## config.mk

```make
export PLATFORM = sky130hd
export DESIGN_NAME = uart_apb_initiator
export DESIGN_NICKNAME = d
export VERILOG_FILES = /design/src/rtl/uart_apb_pkg.sv /design/src/rtl/apb_single_master.sv /design/src/rtl/uart_apb_initiator.sv
export SDC_FILE = /design/constraint.sdc
export NUM_CORES = 1
export LEC_CHECK = 0
export ABC_CLOCK_PERIOD_IN_PS = 1600
export CORE_ASPECT_RATIO = 0.8
export CORE_MARGIN = 1.5
export CORE_UTILIZATION = 41
export DETAILED_ROUTE_END_ITERATION = 10
export PLACE_DENSITY_LB_ADDON = 0.25
export SYNTH_ARGS = -nofsm -noshare
export SYNTH_HDL_FRONTEND = slang
export SYNTH_SLANG_ARGS = --single-unit
```

## constraint.sdc

```tcl
create_clock -name PCLK -period 1.6 [get_ports PCLK]
set_clock_uncertainty 0.1 [all_clocks]
set_input_delay 0.24 -clock PCLK [delete_from_list [all_inputs] [get_ports PCLK]]
set_output_delay 0.24 -clock PCLK [all_outputs]
set_load 0.005 [all_outputs]
```

## src/rtl/uart_apb_pkg.sv

```systemverilog
// Shared definitions for the UART APB register map, the status/control
// bit layout and the state encodings of the initiator.
package uart_apb_pkg;

    // Register byte offsets
    localparam logic [4:0] ADDR_TXDATA = 5'h00;
    localparam logic [4:0] ADDR_RXDATA = 5'h04;
    localparam logic [4:0] ADDR_CTRL1  = 5'h08;
    localparam logic [4:0] ADDR_CTRL2  = 5'h0C;
    localparam logic [4:0] ADDR_STATUS = 5'h10;

    // STATUS bit indices
    localparam int ST_TXRDY    = 0;
    localparam int ST_RXRDY    = 1;
    localparam int ST_PARITY   = 2;
    localparam int ST_OVERFLOW = 3;
    localparam int ST_FRAMING  = 4;

    // CTRL2 field positions
    localparam int CTRL2_BIT8       = 0;
    localparam int CTRL2_PARITY_EN  = 1;
    localparam int CTRL2_ODD_N_EVEN = 2;
    localparam int CTRL2_BAUD_LSB   = 3;

    // Initiator sequencer states
    typedef enum logic [2:0] {
        SEQ_CFG1,
        SEQ_CFG2,
        SEQ_POLL,
        SEQ_RXRD,
        SEQ_TXWR,
        SEQ_GAP
    } seq_state_e;

    // APB engine states
    typedef enum logic [1:0] {
        APB_IDLE,
        APB_SETUP,
        APB_ACCESS
    } apb_state_e;

    // Builds the CTRL2 byte from the upper baud bits and framing options.
    function automatic logic [7:0] ctrl2_pack(input logic [4:0] baud_hi,
                                              input logic       odd_n_even,
                                              input logic       parity_en,
                                              input logic       bit8);
        logic [7:0] v;
        v = '0;
        v[CTRL2_BAUD_LSB +: 5] = baud_hi;
        v[CTRL2_ODD_N_EVEN]    = odd_n_even;
        v[CTRL2_PARITY_EN]     = parity_en;
        v[CTRL2_BIT8]          = bit8;
        return v;
    endfunction

endpackage

```

## src/rtl/apb_single_master.sv

```systemverilog
// Generic APB3 engine running one transfer at a time. A request is taken
// when idle, or in the completion cycle of the current transfer so a queued
// transfer goes straight to SETUP. Address/direction/data are latched on
// acceptance and held until the transfer completes.
module apb_single_master
    import uart_apb_pkg::*;
(
    input  logic       clk_i,
    input  logic       rst_ni,
    input  logic       start_i,
    input  logic [4:0] addr_i,
    input  logic       write_i,
    input  logic [7:0] wdata_i,
    output logic       busy_o,
    output logic       done_o,
    output logic [7:0] rdata_o,
    output logic       slverr_o,
    output logic [4:0] paddr_o,
    output logic       psel_o,
    output logic       penable_o,
    output logic       pwrite_o,
    output logic [7:0] pwdata_o,
    input  logic [7:0] prdata_i,
    input  logic       pready_i,
    input  logic       pslverr_i
);

    apb_state_e state_q, state_d;
    logic [4:0] addr_q;
    logic       write_q;
    logic [7:0] wdata_q;
    logic       accept;

    // Next-state: IDLE -> SETUP -> ACCESS, ACCESS held until the slave is ready
    always_comb begin
        state_d = state_q;
        accept  = 1'b0;
        case (state_q)
            APB_IDLE: begin
                if (start_i) begin
                    state_d = APB_SETUP;
                    accept  = 1'b1;
                end
            end
            APB_SETUP: begin
                state_d = APB_ACCESS;
            end
            APB_ACCESS: begin
                if (pready_i) begin
                    if (start_i) begin
                        state_d = APB_SETUP;
                        accept  = 1'b1;
                    end else begin
                        state_d = APB_IDLE;
                    end
                end
            end
            default: state_d = APB_IDLE;
        endcase
    end

    // State register and request latch; reset abandons any transfer at once
    always_ff @(posedge clk_i) begin
        if (!rst_ni) begin
            state_q <= APB_IDLE;
            addr_q  <= '0;
            write_q <= 1'b0;
            wdata_q <= '0;
        end else begin
            state_q <= state_d;
            if (accept) begin
                addr_q  <= addr_i;
                write_q <= write_i;
                wdata_q <= wdata_i;
            end
        end
    end

    assign psel_o    = (state_q != APB_IDLE);
    assign penable_o = (state_q == APB_ACCESS);
    assign paddr_o   = addr_q;
    assign pwrite_o  = write_q;
    assign pwdata_o  = wdata_q;
    assign busy_o    = (state_q != APB_IDLE);
    assign done_o    = (state_q == APB_ACCESS) && pready_i;
    assign rdata_o   = prdata_i;
    assign slverr_o  = pslverr_i;

endmodule

```

## src/rtl/uart_apb_initiator.sv

```systemverilog
// Drives a single UART APB slave without a CPU: writes the two control
// registers once, then loops reading STATUS and either fetching a received
// byte, pushing a transmit byte, or idling for a configurable gap.
module uart_apb_initiator
    import uart_apb_pkg::*;
#(
    parameter logic [12:0] BAUD_VALUE = 13'd1,
    parameter bit          BIT8       = 1'b1,
    parameter bit          PARITY_EN  = 1'b0,
    parameter bit          ODD_N_EVEN = 1'b0,
    parameter int unsigned POLL_GAP   = 0
) (
    input  logic       PCLK,
    input  logic       PRESETN,
    output logic [4:0] PADDR,
    output logic       PSEL,
    output logic       PENABLE,
    output logic       PWRITE,
    output logic [7:0] PWDATA,
    input  logic [7:0] PRDATA,
    input  logic       PREADY,
    input  logic       PSLVERR,
    input  logic [7:0] tx_data,
    input  logic       tx_valid,
    output logic       tx_ready,
    output logic [7:0] rx_data,
    output logic       rx_valid,
    input  logic       rx_ready,
    output logic       cfg_done,
    output logic       err_parity,
    output logic       err_overflow,
    output logic       err_framing,
    output logic       err_apb,
    input  logic       err_clr
);

    localparam logic [7:0] CTRL1_VAL = BAUD_VALUE[7:0];
    localparam logic [7:0] CTRL2_VAL = ctrl2_pack(BAUD_VALUE[12:8], ODD_N_EVEN, PARITY_EN, BIT8);
    // Loaded on entry to GAP so that exactly POLL_GAP cycles are spent there
    localparam logic [7:0] GAP_LOAD  = 8'(POLL_GAP - 1);

    seq_state_e seq_q, seq_d;
    logic [7:0] gap_q, gap_d;
    logic [7:0] rx_data_q, rx_data_d;
    logic       rx_valid_q, rx_valid_d;
    logic       cfg_done_q, cfg_done_d;
    logic [3:0] err_q, err_d;   // {apb, framing, overflow, parity}

    logic       start;
    logic [4:0] req_addr;
    logic       req_write;
    logic [7:0] req_wdata;
    logic       busy;
    logic       done;
    logic [7:0] rdata;
    logic       slverr;

    apb_single_master u_apb (
        .clk_i     (PCLK),
        .rst_ni    (PRESETN),
        .start_i   (start),
        .addr_i    (req_addr),
        .write_i   (req_write),
        .wdata_i   (req_wdata),
        .busy_o    (busy),
        .done_o    (done),
        .rdata_o   (rdata),
        .slverr_o  (slverr),
        .paddr_o   (PADDR),
        .psel_o    (PSEL),
        .penable_o (PENABLE),
        .pwrite_o  (PWRITE),
        .pwdata_o  (PWDATA),
        .prdata_i  (PRDATA),
        .pready_i  (PREADY),
        .pslverr_i (PSLVERR)
    );

    // Sequencer: issue one transfer per state when the engine is free and
    // choose the follow-up on its completion cycle
    always_comb begin
        seq_d      = seq_q;
        gap_d      = gap_q;
        rx_data_d  = rx_data_q;
        rx_valid_d = rx_valid_q;
        cfg_done_d = cfg_done_q;
        start      = 1'b0;
        req_addr   = ADDR_STATUS;
        req_write  = 1'b0;
        req_wdata  = '0;

        if (rx_valid_q && rx_ready) begin
            rx_valid_d = 1'b0;
        end

        case (seq_q)
            SEQ_CFG1: begin
                req_addr  = ADDR_CTRL1;
                req_write = 1'b1;
                req_wdata = CTRL1_VAL;
                start     = !busy;
                if (done) seq_d = SEQ_CFG2;
            end
            SEQ_CFG2: begin
                req_addr  = ADDR_CTRL2;
                req_write = 1'b1;
                req_wdata = CTRL2_VAL;
                start     = !busy;
                if (done) begin
                    seq_d      = SEQ_POLL;
                    cfg_done_d = 1'b1;
                end
            end
            SEQ_POLL: begin
                req_addr = ADDR_STATUS;
                start    = !busy;
                if (done) begin
                    // RX first; a held rx byte blocks further RXDATA reads
                    if (rdata[ST_RXRDY] && !rx_valid_q) begin
                        seq_d = SEQ_RXRD;
                    end else if (rdata[ST_TXRDY] && tx_valid) begin
                        seq_d = SEQ_TXWR;
                    end else if (POLL_GAP != 0) begin
                        seq_d = SEQ_GAP;
                        gap_d = GAP_LOAD;
                    end else begin
                        seq_d = SEQ_POLL;
                    end
                end
            end
            SEQ_RXRD: begin
                req_addr = ADDR_RXDATA;
                start    = !busy;
                if (done) begin
                    rx_data_d  = rdata;
                    rx_valid_d = 1'b1;
                    seq_d      = SEQ_POLL;
                end
            end
            SEQ_TXWR: begin
                req_addr  = ADDR_TXDATA;
                req_write = 1'b1;
                req_wdata = tx_data;
                // The producer may withdraw before SETUP; then no write happens
                if (!busy) begin
                    if (tx_valid) start = 1'b1;
                    else          seq_d = SEQ_POLL;
                end
                if (done) seq_d = SEQ_POLL;
            end
            SEQ_GAP: begin
                if (gap_q == 8'd0) seq_d = SEQ_POLL;
                else               gap_d = gap_q - 8'd1;
            end
            default: seq_d = SEQ_CFG1;
        endcase
    end

    // Sticky error flags; a set in the same cycle as err_clr takes priority
    always_comb begin
        err_d = err_q;
        if (err_clr) begin
            err_d = '0;
        end
        if (done && (seq_q == SEQ_POLL)) begin
            if (rdata[ST_PARITY])   err_d[0] = 1'b1;
            if (rdata[ST_OVERFLOW]) err_d[1] = 1'b1;
            if (rdata[ST_FRAMING])  err_d[2] = 1'b1;
        end
        if (done && slverr) begin
            err_d[3] = 1'b1;
        end
    end

    // State and holding registers
    always_ff @(posedge PCLK) begin
        if (!PRESETN) begin
            seq_q      <= SEQ_CFG1;
            gap_q      <= '0;
            rx_data_q  <= '0;
            rx_valid_q <= 1'b0;
            cfg_done_q <= 1'b0;
            err_q      <= '0;
        end else begin
            seq_q      <= seq_d;
            gap_q      <= gap_d;
            rx_data_q  <= rx_data_d;
            rx_valid_q <= rx_valid_d;
            cfg_done_q <= cfg_done_d;
            err_q      <= err_d;
        end
    end

    assign tx_ready     = done && (seq_q == SEQ_TXWR);
    assign rx_data      = rx_data_q;
    assign rx_valid     = rx_valid_q;
    assign cfg_done     = cfg_done_q;
    assign err_parity   = err_q[0];
    assign err_overflow = err_q[1];
    assign err_framing  = err_q[2];
    assign err_apb      = err_q[3];

endmodule
```

==> results.yml <==
synth:
  synth-main-ff-cell: "dfxtp_1"
  synth_area_leaders: "dfxtp_1 (45%), mux2i_1 (5.8%), nor2_1 (5.7%)"
  ys_types: 50
  ys_ff_latch: 39
  synth_commonest_cells: "dfxtp_1 (39), nor2_1 (26), a21oi_1 (15), mux2i_1 (10), nor2b_1 (8)"
  netlist_area_sq_um: 1720
  synth_most_common_cell: "dfxtp_1"
  synthCells: 179
  synth_top_cell_by_area: "dfxtp_1"
  seq_area_frac_synth: 0.455
  avgSynthCellArea_sq_um: 9.59
  async_reset_ff_frac: 0
  synth_edf_count: 0
  synth-warning-count: 0
  netlist.area_leader.share: 0.455
global_routing:
  grt-ovfl-total: 0
  antenna_found_initial: 0
  grt_pass1_wl_um: 7040
  grt_max_degree: 30
  track_usage: 0.208
  grt_pass1_vias: 1549
cts:
  cts_tree: "yes"
  clock_sinks: 39
  cts.clk_slew.worst_paths_ns: 0.07
  clk_latency_ns: 0.29
  cts_buffer_depth: 2
  cts-root-buf: "clkbuf_8"
  numCtsBuffers: 5
  cts-htree-levels: 2
hold_path:
  hold_depth: 4
  holdCritPathClass: "input pin to register"
critical_path:
  reg2reg_depth: 7
  cp_max_fo: 3
  required_ns: 1.72
  crit_type: "register to register"
  cp.arrival_ns: 1.82
  r2r_slack_ns: -0.10
  cp-start-kind: "register"
  crit_path_end_kind: "register"
final_layout:
  layout-drive-gt1-share: 0.317
  finalNonFillerCells: 320
  fin_area_sq_um: 2810
  final_util: 0.720
  final_nets: 290
  antennaDiodeCount: 0
  area_delta_synth_final_pct: 63.8
floorplan:
  die_w_um: 75.3
  ioPinCount: 54
  die-area_sq_um: 4590
  die_h_um: 60.9
  placementRows: 20
  start_util: 0.440
  coreArea_sq_um: 3900
sta:
  layout_setup_ws_ns: -0.104
  tns_ns: -0.213
  setup_viol: 3
  fin_crit_sh: 1.06
  post-route-min-period_ns: 1.70
  max_freq_ghz: 0.587
  finalMaxSlewViolations: 0
  hold_violations: 0
  rsz0062_at_grt: "yes"
status:
  outcome: "complete, but fails checks"
  violations: "setup timing"
placed_design:
  hpwl_um: 3120
  portBuffers: 51
  placedCellCount: 309
  place_area_sq_um: 2520
  routabilityCongestion: 0.788
route:
  detail_route.iter0.violations: 46
  detail-route-antenna-nets: 0
  drc: 0
  viasPerCell: 5.08
  dr.pass1.iters: 4
  post_drt_wl_per_cell_um: 14.7
  routed_wl_um: 4700
  num_vias: 1624
run:
  drv_cap: 0
power:
  p_per_area_nw_per_um2: 721
  ir_worst_vdd_mv: 0.575
  p_leak_nw: 1.10
[layout make-up]
class | count | area, sq um
Multi-Input combinational cell | 124 | 975
Inverter | 6 | 22.5
Tap cell | 55 | 68.8
Fill cell | 302 | 1090
Timing Repair Buffer | 89 | 848
Sequential cell | 39 | 795
Clock buffer | 6 | 72.6
Clock inverter | 1 | 30.0
[power breakdown]
group | internal (mW) | switching (mW) | total [mW] | leakage (nW)
sequential | 0.985 | 0.0138 | 0.999 | 0.319
clock | 0.457 | 0.326 | 0.783 | 0.0513
combinational | 0.148 | 0.0980 | 0.246 | 0.732
total | 1.59 | 0.438 | 2.03 | 1.10
[cell families after synthesis]
group / after synthesis / synth area share
flip-flops: 39 / 0.455
other: 1 / 0.00218
AO/OA/AOI/OAI: 39 / 0.178
AND/OR/NAND/NOR: 66 / 0.216
adder cells (fa/ha/maj): 2 / 0.0146
buffers and inverters: 17 / 0.0510
multiplexers: 10 / 0.0583
XOR/XNOR: 5 / 0.0255
[what timing repair did]
action | in CTS | in global routing
hold buffers | 0 | 0
resized for setup | 20 | 25
gates cloned | 0 | 1
hold endpoints to repair | 0 | 0
pin swaps | 9 | 14
endpoints found under the setup margin | 18 | 24
setup buffers | 1 | 3
[stage by stage]
stage | setup slack, ns | power, mW | hold WS, ns
after floorplan | -0.0119 | 1.11 | 0.257
after global placement | -0.386 | 1.25 | 0.354
after detailed placement | -0.412 | 1.25 | 0.358
after CTS | -0.129 | 2.03 | 0.371
after global routing | -0.151 | 2.11 | 0.265
final | -0.104 | 2.03 | 0.248
[worst max-delay path, cell delays in order (launching register included)]
cell	delay, ns
dfxtp_2	0.33
inv_2	0.05
ha_4	0.15
or3b_4	0.24
o211ai_1	0.08
buf_4	0.17
or4_1	0.39
a21oi_1	0.13
[final timing paths]
check,from,end
min reg2reg,u_apb.paddr_o[3]$_SDFFE_PN0P_,u_apb.paddr_o[3]$_SDFFE_PN0P_
min,PREADY,u_apb.state_q[1]$_SDFFE_PN0P_
max,gap_q[0]$_SDFFE_PN0N_,gap_q[7]$_SDFFE_PN0N_
max reg2reg,gap_q[0]$_SDFFE_PN0N_,gap_q[7]$_SDFFE_PN0N_
[cells in the final DEF (no fill, tap or decap), drive strengths merged, types with 2 or more instances in the layout]
cell / instances
nor4: 2
and3: 2
nor3: 2
buf: 37
a21oi: 16
a31oi: 2
a211oi: 2
dlymetal6s2s: 2
inv: 6
or3: 2
clkbuf: 7
clkdlybuf4s50: 46
nor2: 26
or2: 2
dfxtp: 39
o21ai: 2
mux2i: 10
xnor2: 2
a22o: 7
and3b: 2
conb: 2
or3b: 2
dlygate4sd2: 2
xor2: 3
or4: 2
ha: 2
nand2b: 5
nand2: 3
nor2b: 8
a2111oi: 2
[metal layers]
metal,global-route usage,up-vias,share of wire
li1,-,803,-
met1,0.284,753,0.46
met2,0.310,62,0.46
met3,0.0648,6,0.072
met4,0.0791,0,0.0094
met5,0,-,0
[registers in the layout (all words and copies together) (netlist names), 2 cells and up]
name	count
u_apb.paddr_o	3
gap_q	8
err_q	4
seq_q	3
u_apb.pwdata_o	8
rx_data	8
u_apb.state_q	2
Note: power is estimated with default switching activity, not from simulation.
